[config.mk]
export PLATFORM = sky130hd
export DESIGN_NAME = usb_cmd_responder
export DESIGN_NICKNAME = d
export VERILOG_FILES = /design/src/rtl/usb_cmd_pkg.sv /design/src/rtl/usb_cmd_tx_pack.sv /design/src/rtl/usb_cmd_responder.sv
export SDC_FILE = /design/constraint.sdc
export NUM_CORES = 1
export LEC_CHECK = 0
export ABC_AREA = 1
export ABC_CLOCK_PERIOD_IN_PS = 3250
export BUFFER_PORTS_ARGS = -buffer_cell sky130_fd_sc_hd__buf_2
export CAP_MARGIN = 10
export CORE_MARGIN = 3
export CORE_UTILIZATION = 28
export DETAILED_ROUTE_END_ITERATION = 7
export PLACE_DENSITY = 0.54
export SYNTH_ARGS = -nofsm -noshare
export SYNTH_HDL_FRONTEND = slang
export SYNTH_SLANG_ARGS = --single-unit
[constraint.sdc]
create_clock -name CLK -period 3.25 [get_ports CLK]
set_clock_uncertainty 0.15 [all_clocks]
set_input_delay 0.65 -clock CLK [delete_from_list [all_inputs] [get_ports CLK]]
set_output_delay 0.65 -clock CLK [all_outputs]
set_load 0.02 [all_outputs]
[src/rtl/usb_cmd_pkg.sv]
// Shared definitions for the USB command responder: opcodes, status codes,
// word field positions and the control FSM state encoding.
package usb_cmd_pkg;

  localparam logic [7:0] OP_WRITE = 8'h01;
  localparam logic [7:0] OP_READ  = 8'h02;
  localparam logic [7:0] OP_PING  = 8'h03;

  localparam logic [7:0] ST_OK      = 8'h00;
  localparam logic [7:0] ST_BADOP   = 8'h01;
  localparam logic [7:0] ST_TIMEOUT = 8'h02;
  localparam logic [7:0] ST_BADTAG  = 8'h03;

  localparam int RSV_MSB = 39;
  localparam int RSV_LSB = 36;
  localparam int TAG_MSB = 35;
  localparam int TAG_LSB = 32;
  localparam int PAY_MSB = 31;
  localparam int PAY_LSB = 0;

  typedef enum logic [3:0] {
    S_IDLE,
    S_HDR_RD,
    S_DECODE,
    S_WR_RD,
    S_WR_EXEC,
    S_RD_REQ,
    S_RD_WAIT,
    S_RD_PUSH,
    S_ACK
  } state_t;

  // Header payload layout: opcode, start address, word count.
  typedef struct packed {
    logic [7:0]  op;
    logic [15:0] addr;
    logic [7:0]  cnt;
  } hdr_t;

  function automatic logic [7:0] sat8(input logic [8:0] v);
    return v[8] ? 8'hFF : v[7:0];
  endfunction

endpackage

[src/rtl/usb_cmd_tx_pack.sv]
// Builds the 40-bit TX word from tag and payload, and freezes it while the
// TX FIFO back-pressures so the word cannot change before it is accepted.
module usb_cmd_tx_pack
  import usb_cmd_pkg::*;
(
  input  logic        clk,
  input  logic        rst,
  input  logic        tx_req,
  input  logic [3:0]  tag,
  input  logic [31:0] payload,
  input  logic        tx_full,
  output logic [39:0] tx_data,
  output logic        tx_we
);

  logic [39:0] word_now;
  logic [39:0] word_q;
  logic        held_q;

  assign word_now = {4'h0, tag, payload};
  assign tx_we    = tx_req & ~tx_full;
  assign tx_data  = held_q ? word_q : (tx_req ? word_now : '0);

  // First stalled cycle captures the word; it is replayed until accepted.
  always_ff @(posedge clk) begin
    if (rst) begin
      held_q <= 1'b0;
      word_q <= '0;
    end else if (!tx_req || tx_we) begin
      held_q <= 1'b0;
    end else if (!held_q) begin
      held_q <= 1'b1;
      word_q <= word_now;
    end
  end

endmodule

[src/rtl/usb_cmd_responder.sv]
// Consumes host command frames from the RX FIFO, executes them on the
// internal register bus and returns read data plus an ack word on the TX FIFO.
module usb_cmd_responder
  import usb_cmd_pkg::*;
#(
  parameter int         RD_TIMEOUT = 64,
  parameter logic [7:0] ACK_MARK   = 8'hA5
) (
  input  logic        CLK,
  input  logic        RST,
  input  logic [3:0]  Communication_Number,
  input  logic [39:0] RX_FIFO_Data,
  input  logic        RX_FIFO_EMPTY,
  output logic        RX_FIFO_RE,
  output logic [39:0] TX_FIFO_Data,
  output logic        TX_FIFO_WE,
  input  logic        TX_FULL,
  output logic [15:0] REG_ADDR,
  output logic [31:0] REG_WDATA,
  output logic        REG_WE,
  output logic        REG_RE,
  input  logic [31:0] REG_RDATA,
  input  logic        REG_RVALID,
  output logic        BUSY
);

  localparam int             WCW       = (RD_TIMEOUT > 2) ? $clog2(RD_TIMEOUT) : 1;
  localparam logic [WCW-1:0] WAIT_LAST = WCW'(RD_TIMEOUT - 1);

  state_t         state_q, state_d;
  hdr_t           hdr_in;
  logic [3:0]     tag_in;
  logic           tag_ok_in;
  logic [7:0]     dec_status;
  logic [7:0]     op_q, n_q, st_q;
  logic [15:0]    base_q;
  logic           tag_ok_q;
  logic [8:0]     cnt_q, cnt_inc;
  logic           last_item;
  logic [WCW-1:0] wcnt_q;
  logic [31:0]    rdata_q;
  logic [15:0]    reg_addr_q;
  logic [31:0]    reg_wdata_q;
  logic           reg_we_q, reg_re_q;
  logic           tx_req, tx_we;
  logic [31:0]    tx_payload, ack_payload;
  logic           unused_rsvd;

  assign hdr_in      = hdr_t'(RX_FIFO_Data[PAY_MSB:PAY_LSB]);
  assign tag_in      = RX_FIFO_Data[TAG_MSB:TAG_LSB];
  assign unused_rsvd = ^RX_FIFO_Data[RSV_MSB:RSV_LSB];
  assign tag_ok_in   = (tag_in == Communication_Number);
  assign cnt_inc     = cnt_q + 9'd1;
  assign last_item   = (cnt_inc == {1'b0, n_q});
  assign ack_payload = {op_q, st_q, sat8(cnt_q), ACK_MARK};

  assign BUSY       = (state_q != S_IDLE);
  assign REG_ADDR   = reg_addr_q;
  assign REG_WDATA  = reg_wdata_q;
  assign REG_WE     = reg_we_q;
  assign REG_RE     = reg_re_q;
  assign TX_FIFO_WE = tx_we;

  // Tag is judged before opcode, so a foreign frame never reports BADOP.
  always_comb begin
    dec_status = ST_BADOP;
    if (!tag_ok_in)
      dec_status = ST_BADTAG;
    else if (hdr_in.op == OP_WRITE || hdr_in.op == OP_READ || hdr_in.op == OP_PING)
      dec_status = ST_OK;
  end

  always_comb begin
    state_d    = state_q;
    RX_FIFO_RE = 1'b0;
    tx_req     = 1'b0;
    tx_payload = rdata_q;
    case (state_q)
      S_IDLE:    if (!RX_FIFO_EMPTY) state_d = S_HDR_RD;
      S_HDR_RD: begin
        if (!RX_FIFO_EMPTY) begin
          RX_FIFO_RE = 1'b1;
          state_d    = S_DECODE;
        end
      end
      S_DECODE: begin
        // A mistagged WRITE still drains its data words.
        if (hdr_in.op == OP_WRITE && dec_status != ST_BADOP && hdr_in.cnt != 8'd0)
          state_d = S_WR_RD;
        else if (hdr_in.op == OP_READ && dec_status == ST_OK && hdr_in.cnt != 8'd0)
          state_d = S_RD_REQ;
        else
          state_d = S_ACK;
      end
      S_WR_RD: begin
        if (!RX_FIFO_EMPTY) begin
          RX_FIFO_RE = 1'b1;
          state_d    = S_WR_EXEC;
        end
      end
      S_WR_EXEC: state_d = last_item ? S_ACK : S_WR_RD;
      S_RD_REQ:  state_d = S_RD_WAIT;
      S_RD_WAIT: begin
        if (REG_RVALID)
          state_d = S_RD_PUSH;
        else if (wcnt_q == WAIT_LAST)
          state_d = S_ACK;
      end
      S_RD_PUSH: begin
        tx_req = 1'b1;
        if (tx_we) state_d = last_item ? S_ACK : S_RD_REQ;
      end
      S_ACK: begin
        tx_req     = 1'b1;
        tx_payload = ack_payload;
        if (tx_we) state_d = S_IDLE;
      end
      default:   state_d = S_IDLE;
    endcase
  end

  // Register-bus strobes are registered, so they appear one cycle after the
  // state that issues them; the read wait counter starts at the REG_RE cycle.
  always_ff @(posedge CLK) begin
    if (RST) begin
      state_q     <= S_IDLE;
      op_q        <= '0;
      n_q         <= '0;
      st_q        <= '0;
      base_q      <= '0;
      tag_ok_q    <= 1'b0;
      cnt_q       <= '0;
      wcnt_q      <= '0;
      rdata_q     <= '0;
      reg_addr_q  <= '0;
      reg_wdata_q <= '0;
      reg_we_q    <= 1'b0;
      reg_re_q    <= 1'b0;
    end else begin
      state_q  <= state_d;
      reg_we_q <= 1'b0;
      reg_re_q <= 1'b0;
      case (state_q)
        S_DECODE: begin
          op_q     <= hdr_in.op;
          base_q   <= hdr_in.addr;
          n_q      <= hdr_in.cnt;
          tag_ok_q <= tag_ok_in;
          st_q     <= dec_status;
          cnt_q    <= '0;
        end
        S_WR_EXEC: begin
          if (tag_ok_q) begin
            reg_we_q    <= 1'b1;
            reg_addr_q  <= base_q + {8'h00, cnt_q[7:0]};
            reg_wdata_q <= RX_FIFO_Data[PAY_MSB:PAY_LSB];
          end
          cnt_q <= cnt_inc;
        end
        S_RD_REQ: begin
          reg_re_q   <= 1'b1;
          reg_addr_q <= base_q + {8'h00, cnt_q[7:0]};
          wcnt_q     <= '0;
        end
        S_RD_WAIT: begin
          if (REG_RVALID)
            rdata_q <= REG_RDATA;
          else if (wcnt_q == WAIT_LAST)
            st_q <= ST_TIMEOUT;
          else
            wcnt_q <= wcnt_q + 1'b1;
        end
        S_RD_PUSH: if (tx_we) cnt_q <= cnt_inc;
        default: ;
      endcase
    end
  end

  usb_cmd_tx_pack u_tx_pack (
    .clk     (CLK),
    .rst     (RST),
    .tx_req  (tx_req),
    .tag     (Communication_Number),
    .payload (tx_payload),
    .tx_full (TX_FULL),
    .tx_data (TX_FIFO_Data),
    .tx_we   (tx_we)
  );

endmodule

==> impl_metrics.tcl <==
set metrics [dict create \
    first_pass_iters 5 \
    grt_max_degree 78 \
    multi_input_area_sq_um 3650 \
    maxCapViolations 0 \
    cts_root_buf "clkbuf_16" \
    slew_violations 0 \
    worst-setup-path-type "flip-flop to output pin" \
    antenna_found_initial 2 \
    power_density_nw_per_um2 481 \
    numCtsBuffers 17 \
    clk_latency_ns 0.43 \
    hold_path_depth 2 \
    cts_tree "built" \
    cts.path.max_buffers 2 \
    setup_tns_ns 0 \
    syn-cell-area_sq_um 7950 \
    yosys_warnings 0 \
    slew_headroom_pct 52.7 \
    final_nets 1349 \
    fp.dieW_um 174 \
    grt_usage_pct 14.9 \
    globalplace.congestion 0.816 \
    rsz0062_at_grt "no" \
    drcViolationCount 0 \
    ir_drop_v 0.000301 \
    arrival_ns 2.23 \
    synth_top_cells_by_area "dfxtp_1 (44%), a21oi_1 (10%), nand2_1 (10%), o21ai_0 (8.3%), inv_1 (6.5%)" \
    layout_commonest_cell "nand2_1" \
    fin_cells 1649 \
    rows 61 \
    clkTransAtPathRegs_ns 0.08 \
    wl_per_cell_um 13.8 \
    dp_cells 1615 \
    cp-end-kind "output pin" \
    die_h_um 174 \
    synth_top_area_cell "dfxtp_1" \
    path_cells "inv_1 > nor2_2 > inv_2 > nor2_4 > nor2_1 > nor2_4 > inv_2 > o22ai_1 > buf_2" \
    post-route-period-util_pct 93.2 \
    io_pins 174 \
    hold_violations 0 \
    numClockSinks 173 \
    cpPeakStageDelay_ns 0.36 \
    hold_start "u_tx_pack.word_q[21]" \
    final_layout_size_suffix_gt1_share_pct 19.1 \
    ys_types 43 \
    hold-worst-slack_ns 0.297 \
    floorplan.initialDensity_pct 28.5 \
    via_per_inst 4.52 \
    setup_viol 0 \
    grt_pass1_vias 6996 \
    crit_path_top_delay_cell "dfxtp_1" \
    synth_top_area_share_pct 43.6 \
    synth.avg_cell_area_sq_um 7.09 \
    regArea_sq_um 3460 \
    htreeDepth 4 \
    num_vias 7460 \
    netlist_instances 1121 \
    power.leakage_nw 4.16 \
    postRouteAntennaNets 0 \
    max_slew.worst_pin.slew_ns 0.709 \
    die-area_sq_um 30400 \
    synth_ff_type "dfxtp_1" \
    hold_class "flip-flop to flip-flop" \
    first_iter_violations 460 \
    most-common-layout-cells "nand2_1 (212), dfxtp_1 (173), buf_2 (165)" \
    status "finished, final reports clean" \
    reg2regPathDepth 12 \
    dpl.hpwl_um 16200 \
    fill_cells 3036 \
    synth-seq-cells 173 \
    cts_resized 0 \
    r2r_slack_ns 0.63 \
    start_kind "flip-flop" \
    ys_async_sr_fraction_pct 0 \
    reg2reg_from "cnt_q[0]" \
    reg2reg_to "REG_ADDR[12]" \
    holdPathEnd "u_tx_pack.word_q[21]" \
    grt_pass1_wl_um 36900 \
    fmax_mhz 330 \
    ys_seq_area_share_pct 43.6 \
    grt-ovfl-total 0 \
    crit_required_ns 2.45 \
    cp_max_fo 17 \
    syn_to_final_growth_pct 22.2 \
    synth_edf_count 0 \
    io_buffers 165 \
    period_minus_slack_ns 3.03 \
    core_area_sq_um 27900 \
    drt-total-wl_um 22800 \
]
-- layer usage --
metal	routed length (um)	share of wire [%]	vias to the layer above	track usage [%]
li1	-	-	3926	-
met1	11500	50	3347	21.3
met2	9860	43	158	22.4
met3	1070	4.7	27	3.10
met4	388	1.7	2	4.62
met5	13	0.057	-	0
-- synthesized netlist by cell type, types with 11 or more instances --
master and count:
a21oi_1 160, buf_2 17, clkbuf_1 38, dfxtp_1 173, inv_1 138, nand2_1 213, nand3_1 30, nor2_1 88
nor3_1 12, o21a_1 11, o21ai_0 132, o22ai_1 17
-- where the power goes --
| group | total, W | switching (W) | internal [W] |
|---|---|---|---|
| clock network | 0.00217 | 0.000990 | 0.00118 |
| registers | 0.00219 | 0.0000289 | 0.00216 |
| logic | 0.000308 | 0.000202 | 0.000106 |
-- flip-flops by register name, summed over array words and instances, names as in the netlist --
signal and count:
n_q 8, st_q 2, REG_WE 1, REG_WDATA 32
rdata_q 32, REG_ADDR 16, op_q 8, state_q 4
cnt_q 9, u_tx_pack.held_q 1, wcnt_q 6, u_tx_pack.word_q 36
tag_ok_q 1, REG_RE 1, base_q 16
-- how the worst max path moves through the flow --
stage,end,from,slack [ns]
2_1_floorplan,TX_FIFO_Data[18],state_q[2],0.89
3_3_place_gp,TX_FIFO_Data[28],state_q[2],0.55
3_5_place_dp,TX_FIFO_Data[28],state_q[2],0.55
4_1_cts,TX_FIFO_Data[28],state_q[2],0.05
5_1_grt,TX_FIFO_Data[2],state_q[2],0.01
6_report,TX_FIFO_Data[28],state_q[2],0.22
-- cells by family (layout without fill, tap and decap cells) --
| group | Yosys count | after routing | synth area share [%] |
|---|---|---|---|
| adders and majority gates | 11 | 11 | 1.83 |
| xor gates and xnor gates | 10 | 10 | 1.10 |
| DFF | 173 | 173 | 43.6 |
| and+or+nand+nor | 369 | 369 | 19.7 |
| AOI/OAI and AO/OA | 345 | 345 | 23.1 |
| buffers and inverters | 212 | 358 | 10.6 |
| other | 1 | 5 | 0.0472 |
-- critical path: cells and delay by family, from the launching register on --
family	cells	cell delay, ns
AOI/OAI and AO/OA	1	0.23
DFF	1	0.36
and+or+nand+nor	4	0.62
buffers and inverters	4	0.57
-- stage by stage --
step	worst slack [ns]	area [sq um]	util, %	power [W]
2_1_floorplan	0.888	7960	-	0.00242
3_3_place_gp	0.550	9080	32.6	0.00255
3_5_place_dp	0.546	9080	32.6	0.00255
4_1_cts	0.0538	9700	34.8	0.00474
5_1_grt	0.00962	9710	34.9	0.00486
6_report	0.220	9710	34.9	0.00467
-- final cells by class --
cell class / count / area share (%)
clock buffer: 17 / 4.38
tap: 378 / 4.87
sequential: 173 / 35.7
multi-input combinational: 739 / 37.6
timing repair buffer: 179 / 9.71
antenna: 1 / 0.0258
clock inverter: 15 / 2.07
inverter: 147 / 5.68
-- timing repair --
item,in CTS,in global routing
hold buffers,0,0
setup endpoints to repair,0,27
setup buffers,0,1
hold endpoints to repair,0,0
(Power assumes the default switching activity.)
